==> config.mk <==
export PLATFORM = sky130hd
export DESIGN_NAME = led_seq_ctrl_flat
export DESIGN_NICKNAME = d
export VERILOG_FILES = /design/src/rtl/led_pkg.sv /design/src/rtl/led_seq_ctrl_if.sv /design/src/rtl/btn_edge.sv /design/src/rtl/led_seq_ctrl.sv /design/src/flat_wrapper.sv
export SDC_FILE = /design/constraint.sdc
export NUM_CORES = 1
export LEC_CHECK = 0
export BUFFER_PORTS_ARGS = -buffer_cell sky130_fd_sc_hd__buf_2
export CORE_MARGIN = 2
export CORE_UTILIZATION = 45
export CTS_BUF_LIST = sky130_fd_sc_hd__clkbuf_4
export CTS_CLUSTER_SIZE = 14
export DETAILED_ROUTE_END_ITERATION = 7
export MAX_ROUTING_LAYER = met4
export PLACE_DENSITY_LB_ADDON = 0.2
export REMOVE_ABC_BUFFERS = 1
export SKIP_CTS_REPAIR_TIMING = 1
export SLEW_MARGIN = 5
export SYNTH_ARGS = -nofsm -noshare
export SYNTH_HDL_FRONTEND = slang
export SYNTH_SLANG_ARGS = --single-unit
==> constraint.sdc <==
create_clock -name clk -period 3 [get_ports clk]
set_clock_uncertainty 0.2 [all_clocks]
set_input_delay 0.3 -clock clk [delete_from_list [all_inputs] [get_ports clk]]
set_output_delay 0.3 -clock clk [all_outputs]
set_load 0.1 [all_outputs]
==> src/rtl/led_pkg.sv <==
// led_pkg: shared state encoding and default sizing for the LED sequencer
package led_pkg;
  localparam logic [1:0] ST_IDLE = 2'd0;
  localparam logic [1:0] ST_RUN = 2'd1;
  localparam logic [1:0] ST_PAUSE = 2'd2;
  localparam int DEF_TICK_DIV = 100000000;
  localparam int DEF_PRE_W = 27;
  localparam int DEF_LED_W = 4;
endpackage

==> src/rtl/led_seq_ctrl_if.sv <==
// led_seq_ctrl_if: board buttons/switches in, LED display signals out
interface led_seq_ctrl_if
  import led_pkg::*;
#(
  parameter int LED_W = DEF_LED_W
);
  logic btn_start;
  logic btn_stop;
  logic btn_step;
  logic dir;
  logic [LED_W-1:0] limit;
  logic [LED_W-1:0] led;
  logic tick;
  logic wrap;
  logic running;
  modport master (
    output btn_start, btn_stop, btn_step, dir, limit,
    input led, tick, wrap, running
  );
  modport slave (
    input btn_start, btn_stop, btn_step, dir, limit,
    output led, tick, wrap, running
  );
endinterface

==> src/rtl/btn_edge.sv <==
// btn_edge: two-flop synchroniser followed by a single-cycle rising-edge pulse
module btn_edge (
  input logic clk,
  input logic clr_n,
  input logic btn,
  output logic press
);
  logic sync1_q, sync2_q, prev_q;
  always_ff @(posedge clk or negedge clr_n)
    if (!clr_n) begin
      sync1_q <= 1'b0;
      sync2_q <= 1'b0;
      prev_q <= 1'b0;
    end else begin
      sync1_q <= btn;
      sync2_q <= sync1_q;
      prev_q <= sync2_q;
    end
  assign press = sync2_q & ~prev_q;
endmodule

==> src/rtl/led_seq_ctrl.sv <==
// led_seq_ctrl: run/pause/step sequencer owning the LED count, its prescaler
// and the wrap/direction advance rule
module led_seq_ctrl
  import led_pkg::*;
#(
  parameter int TICK_DIV = DEF_TICK_DIV,
  parameter int PRE_W = DEF_PRE_W,
  parameter int LED_W = DEF_LED_W
) (
  input logic clk,
  input logic clr_n,
  led_seq_ctrl_if.slave bus
);
  logic start_p, stop_p, step_p, adv;
  logic [1:0] state_q, state_d;
  logic [PRE_W-1:0] pre_q, pre_d;
  logic [LED_W-1:0] led_q, led_d;
  logic tick_q, tick_d, wrap_q, wrap_d, running_q, running_d;
  btn_edge u_start (.clk(clk), .clr_n(clr_n), .btn(bus.btn_start), .press(start_p));
  btn_edge u_stop (.clk(clk), .clr_n(clr_n), .btn(bus.btn_stop), .press(stop_p));
  btn_edge u_step (.clk(clk), .clr_n(clr_n), .btn(bus.btn_step), .press(step_p));
  // {wrap, next led}; a down count above a lowered limit clamps without wrapping
  function automatic logic [LED_W:0] next_led(input logic [LED_W-1:0] cur,
                                              input logic [LED_W-1:0] lim,
                                              input logic down);
    if (!down) return (cur >= lim) ? {1'b1, {LED_W{1'b0}}} : {1'b0, cur + LED_W'(1)};
    return (cur == '0) ? {1'b1, lim} : (cur > lim) ? {1'b0, lim} : {1'b0, cur - LED_W'(1)};
  endfunction
  always_comb begin
    state_d = state_q;
    pre_d = pre_q;
    led_d = led_q;
    adv = 1'b0;
    case (state_q)
      ST_IDLE: begin
        led_d = '0;
        pre_d = '0;
        state_d = (start_p && !stop_p) ? ST_RUN : ST_IDLE;
      end
      ST_RUN: begin
        // stop beats a coinciding terminal count, leaving the prescaler at TICK_DIV-1
        adv = !stop_p && (pre_q == PRE_W'(TICK_DIV - 1));
        pre_d = stop_p ? pre_q : adv ? '0 : pre_q + PRE_W'(1);
        state_d = stop_p ? ST_PAUSE : ST_RUN;
      end
      ST_PAUSE: begin
        adv = !stop_p && !start_p && step_p;
        state_d = stop_p ? ST_IDLE : start_p ? ST_RUN : ST_PAUSE;
        led_d = stop_p ? '0 : led_q;
        pre_d = stop_p ? '0 : pre_q;
      end
      default: begin
        state_d = ST_IDLE;
        led_d = '0;
        pre_d = '0;
      end
    endcase
    {wrap_d, led_d} = adv ? next_led(led_q, bus.limit, bus.dir) : {1'b0, led_d};
    tick_d = adv;
    running_d = state_d == ST_RUN;
  end
  always_ff @(posedge clk or negedge clr_n)
    if (!clr_n) begin
      state_q <= ST_IDLE;
      pre_q <= '0;
      led_q <= '0;
      tick_q <= 1'b0;
      wrap_q <= 1'b0;
      running_q <= 1'b0;
    end else begin
      state_q <= state_d;
      pre_q <= pre_d;
      led_q <= led_d;
      tick_q <= tick_d;
      wrap_q <= wrap_d;
      running_q <= running_d;
    end
  assign bus.led = led_q;
  assign bus.tick = tick_q;
  assign bus.wrap = wrap_q;
  assign bus.running = running_q;
endmodule
==> src/flat_wrapper.sv <==
// flat-port wrapper written by rule: the top's interface ports become plain ports
module led_seq_ctrl_flat import led_pkg::*;
#(
  parameter int TICK_DIV = DEF_TICK_DIV,
  parameter int PRE_W = DEF_PRE_W,
  parameter int LED_W = DEF_LED_W
)
  (clk, clr_n, bus_btn_start, bus_btn_stop, bus_btn_step, bus_dir, bus_limit, bus_led, bus_tick, bus_wrap, bus_running);
  led_seq_ctrl_if #(.LED_W(LED_W)) bus_i ();
  input logic clk;
  input logic clr_n;
  input wire logic [$bits(bus_i.btn_start)-1:0] bus_btn_start;
  input wire logic [$bits(bus_i.btn_stop)-1:0] bus_btn_stop;
  input wire logic [$bits(bus_i.btn_step)-1:0] bus_btn_step;
  input wire logic [$bits(bus_i.dir)-1:0] bus_dir;
  input wire logic [$bits(bus_i.limit)-1:0] bus_limit;
  output wire logic [$bits(bus_i.led)-1:0] bus_led;
  output wire logic [$bits(bus_i.tick)-1:0] bus_tick;
  output wire logic [$bits(bus_i.wrap)-1:0] bus_wrap;
  output wire logic [$bits(bus_i.running)-1:0] bus_running;
  assign bus_i.btn_start = bus_btn_start;
  assign bus_i.btn_stop = bus_btn_stop;
  assign bus_i.btn_step = bus_btn_step;
  assign bus_i.dir = bus_dir;
  assign bus_i.limit = bus_limit;
  assign bus_led = bus_i.led;
  assign bus_tick = bus_i.tick;
  assign bus_wrap = bus_i.wrap;
  assign bus_running = bus_i.running;
  led_seq_ctrl #(.TICK_DIV(TICK_DIV), .PRE_W(PRE_W), .LED_W(LED_W)) u_core (.clk(clk), .clr_n(clr_n), .bus(bus_i));
endmodule
Yosys cells after proc, flatten, opt, wreduce, memory -nomap -nowiden
Index checks and enable logic that the tools add are counted.
{ "totals": {"word_cells": 61, "ff_bits": 45} }
{ "classes": {"n_lt_le_gt_ge": 2, "n_reduce_logical": 10, "n_bitwise": 6, "n_eq_ne": 8, "mux": 17, "addsub": 3} }
{ "op_table": {"columns": ["operator", "count"], "rows": [
  ["27-bit two-way mux", 3],
  ["27-bit one-hot mux with 2 select lines", 1],
  ["27-bit by 1-bit adder with 27-bit output, second input constant", 1],
  ["27-bit == test, second input constant", 1],
  ["5-bit two-way mux", 4],
  ["4-bit two-way mux", 2],
  ["4-bit one-hot mux with 2 select lines", 1],
  ["2-bit two-way mux", 3],
  ["2-bit one-hot mux with 3 select lines", 1],
  ["4-bit by 1-bit adder with 4-bit output, second input constant", 1],
  ["2-bit by 1-bit == test with 1-bit output, second input constant", 2],
  ["4-bit >= comparator", 1],
  ["4-bit greater-than comparator", 1],
  ["1-bit logical AND", 4],
  ["4-bit logical NOT", 1],
  ["2-bit by 1-bit != test with 1-bit output, second input constant", 2],
  ["2-bit AND reduction", 2],
  ["4-bit by 1-bit subtractor with 4-bit output, second input constant", 1],
  ["1-bit AND", 3],
  ["3-bit by 1-bit != test with 1-bit output, second input constant", 1],
  ["1-bit NOT", 3],
  ["2-bit == test, second input constant", 1],
  ["1-bit logical NOT", 2],
  ["2-bit logical NOT", 1],
  ["3 further kinds", 3]
]} }

Depth between registers and ports, before layout
{ "depth": {"depth_word": 8, "mapped_depth": 8, "ltp_nobuf": 7} }

Modules after synthesis
Synthesis repeated with hierarchy kept, for this count alone.
{ "hier_totals": {"cells_unflattened": 262, "area_unflattened_um2": 2481.1} }
{ "by_module_without_submodules": {"columns": ["module", "instances", "cells_each", "area_per_inst_um2"], "rows": [
  ["led_seq_ctrl", 1, 250, 2214.6],
  ["btn_edge", 3, 4, 88.8]
]} }

Least setup slack after synthesis
No wires, ideal clock.
{ "synth_path": {"path_type": "flip-flop to flip-flop", "from": "register u_core.led_q[0] (netlist: u_core.bus.led[0])", "to": "register u_core.led_q[1] (netlist: u_core.bus.led[1])", "stages_incl_launch_ff": 8, "setup_slack_ps": 52, "t_arrival_ps": 2628, "cell_sequence": "dfrtp_1 > inv_1 > ha_1 > nand4_1 > a21boi_0 > nand3_1 > a32o_1 > a31o_1"} }
{ "synth_via": {"elab_chain_cells": 5, "word_cells_on_any_way": 10, "classes_between": "2 x add/sub; 2 x order compare; 5 x mux; 1 x reduce/logical"} }
{ "synth_rtl": {"columns": ["element", "line_no", "text"], "rows": [
  ["start: declaration", "led_seq_ctrl.sv:17", "logic [LED_W-1:0] led_q, led_d;"],
  ["start signal: assignment", "led_seq_ctrl.sv:73", "led_q <= led_d;"],
  ["4-bit by 1-bit subtractor with 4-bit output / 4-bit greater-than comparator (equally long branches)", "led_seq_ctrl.sv:27", "return (cur == '0) ? {1'b1, lim} : (cur > lim) ? {1'b0, lim} : {1'b0, cur - LED_W'(1)};"],
  ["4-bit two-way mux", "led_seq_ctrl.sv:27", null],
  ["5-bit two-way mux", "led_seq_ctrl.sv:27", null],
  ["5-bit two-way mux (*)", "led_seq_ctrl.sv:27", null],
  ["5-bit two-way mux (*)", "led_seq_ctrl.sv:58", "{wrap_d, led_d} = adv ? next_led(led_q, bus.limit, bus.dir) : {1'b0, led_d};"]
]} }
Every way passes the cells marked *; elsewhere a longest branch is shown, timed or not.
A chain may end at the register's enable or synchronous reset.

Worst setup path in the final report
{ "layout_path": {"from": "register u_core.led_q[2] (netlist: u_core.bus.led[2])", "to": "register u_core.led_q[1] (netlist: u_core.bus.led[1])"} }
{ "layout_via": {"elab_chain_cells": 5, "word_cells_on_any_way": 8, "classes_between": "2 x order compare; 5 x mux; 1 x reduce/logical"} }
{ "layout_rtl": {"columns": ["element", "line_no"], "rows": [
  ["4-bit greater-than comparator", "led_seq_ctrl.sv:27"],
  ["4-bit two-way mux", "led_seq_ctrl.sv:27"],
  ["5-bit two-way mux", "led_seq_ctrl.sv:27"],
  ["5-bit two-way mux (*)", "led_seq_ctrl.sv:27"],
  ["5-bit two-way mux (*)", "led_seq_ctrl.sv:58"]
]} }
Marks and branches as above.

==> metrics.txt <==
outcome=completed; fin. max-slew vios=0; GRT overflow=0; largest net degree at the start of global routing=46; synth unique cells=52; post-synthesis cell area=between 2000 and 3000 µm²; Post-synth EDFFs=0; Detailed Place HPWL=approximately 3200 µm; CP max FO=9; Crit Path Class=reg -> reg; Worst-Skew Late Latency=370 ps; drt wl/cell=13.0 µm; Total GRT Usage=between 10% and 20%; Tcrit/Tclk final=84.7%; die height=around 80 µm; Yosys reg bits=45; syn avg cell area=between 10 and 15 µm²; worst min path class=in -> reg; commonest cells after routing, fill and taps aside=dfrtp_1 (45), nor2_1 (19), nand2_1 (18), buf_2 (16); RR Endpoint=u_core.bus.led[1]; FF-to-FF Start=u_core.bus.led[2]; Clock Sinks=45; RSZ-0062 raised after global routing=false; met3 WL=around 140 µm; final-report hold violation count=0; wl on met1=2210 µm; Post-Route WL=4470 µm; Peak VDD IR=380 µV; DR top layer=met4; Top FF cell, synth=dfrtp_1; Via Count=1842; Final Cell Area=approximately 2800 µm²; initial antenna violation count=0; Placement Rows=27; drt initial violations=101; reg2reg setup slack=roughly 460 ps; Largest register FFs=27; CTS max path bufs=2; fill count=502; most common cell after layout, fill and taps aside=dfrtp_1; Setup crit end kind=flip-flop; Most flops, register=u_core.pre_q; Fmax achieved=approximately 0.39 GHz; Initial Util=around 46%; maxcap violations=0; Num CTS Buffers=5; PnR Total Power=approximately 1.3 mW; origin of the worst min-delay path=bus_limit[0]; CP required=3070 ps; RD Place Congestion=0.854; asr flop ratio synth=100%; clock-pin slew on the worst setup and hold paths=140 ps; Core ar.=between 5000 and 6000 µm²; Synth Instances=245; cells on worst reg2reg path=6; P per Cell Area=464 nW/µm²; vias per cell=~5.3; Worst Path Arrival=2610 ps; Fin Setup TNS=0 ps; DRC viols=0; WHS Endpoint=u_core.bus.led[0]; most area-consuming cells after synthesis=dfrtp_1 (45%), ha_1 (5.5%), xor2_1 (4.5%); detailed-router iteration count before antenna repair=4; Die Span X=78.6 µm; area grow syn2layout=11.0%; startpoint types=flip-flop; metal2 WL=2060 µm; die area=~6000 µm²; Post-layout nets=293; Pleak=1.27 nW; fraction of layout cells with a size suffix above 1=between 15 and 20%; synth warn=0; Yosys top cell by area=dfrtp_1; number of setup violations in the final report=0; CTS Root Cell=clkbuf_4; first-pass GRT wire length=7990 µm; post-synthesis sequential area ratio=45.0%; Post-DP Area=between 2000 and 3000 µm²; I/O Pins=17; share of the synthesized area in the top cell type=45.0%; Ant. Diodes=0; PortBufs=16; Worst-Margin Slew=985 ps; htree depth=2; Relative slew margins=34.3%; hold path cells=3; CTS tree=done; post-layout minimum cycle time=2540 ps; vias in the first global route=around 1800; post-route ant nets=0
synth_stat cells, types with 2 or more instances:
cell       number
dfrtp_1        45
and4_1          3
nand3_1        10
nor2b_1         3
and3_1          5
nand4_1        15
a32oi_1         2
nand2b_1        2
o21ai_0        10
ha_1           11
or3_1           6
a21o_1          4
inv_1          15
xnor2_1         8
mux2i_1         3
nor3_1          4
nor2_1         19
and2_1          3
a2111oi_4       2
nand2_1        18
nor4_1          3
a21oi_1        11
xor2_1         13
buf_4           2
worst max-delay path by stage:
stage                 startpoint           endpoint
3_5_place_dp   u_core.bus.led[2]  u_core.bus.led[1]
5_1_grt        u_core.bus.led[2]  u_core.bus.led[1]
3_3_place_gp   u_core.bus.led[2]  u_core.bus.led[1]
4_1_cts        u_core.bus.led[2]  u_core.bus.led[1]
2_1_floorplan  u_core.bus.led[0]  u_core.bus.led[1]
6_report       u_core.bus.led[2]  u_core.bus.led[1]
logic make-up after synthesis:
group                      count (synthesis)  share of synthesized area (%)
adders and majority gates                 11                           5.50
AOI/OAI and AO/OA                         44                           14.2
buffers and inverters                     18                           3.00
muxes                                      3                           1.20
DFF                                       45                           45.0
xor gates and xnor gates                  21                           7.35
and+or+nand+nor                          103                           23.8
power by group:
group	switching, mW	total (mW)	internal [mW]
logic	0.230	0.324	0.0937
clock network	0.212	0.310	0.0973
registers	0.0195	0.657	0.638
layout make-up:
cell class                 instances  area (µm²)  area share, %
clock inverter                     3        25.0          0.900
tap                               72        90.1           3.24
timing repair buffer              23         143           5.13
sequential                        45        1130           40.5
clock buffer                       5        37.5           1.35
inverter                          15        56.3           2.03
multi-input combinational        182        1300           46.8
worst max-delay path, cell delays in order, from the launching register on:
cell and delay, ps:
dfrtp_1 510, ha_1 370, nand4_1 180, a21boi_0 560
nand3_1 140, a32o_1 280, a31o_1 210
through the flow:
step | hold WS [ps] | utilization [%] | setup WS [ps] | instances
finish | 95.8 | 51.1 | 459 | 345
global route | 132 | 51.1 | 270 | 345
CTS | -203 | 50.4 | 471 | 341
detailed placement | 135 | 49.2 | 495 | 333
global placement | 134 | 49.2 | 540 | 333
floorplan | -196 | - | 51.9 | 242
metal layers:
metal / up-vias / track usage [%]
met5: - / -
met4: 0 / 4.74
met3: 7 / 3.56
met2: 22 / 27.0
met1: 875 / 21.1
li1: 938 / -
Note: power is estimated with default switching activity, not from simulation.
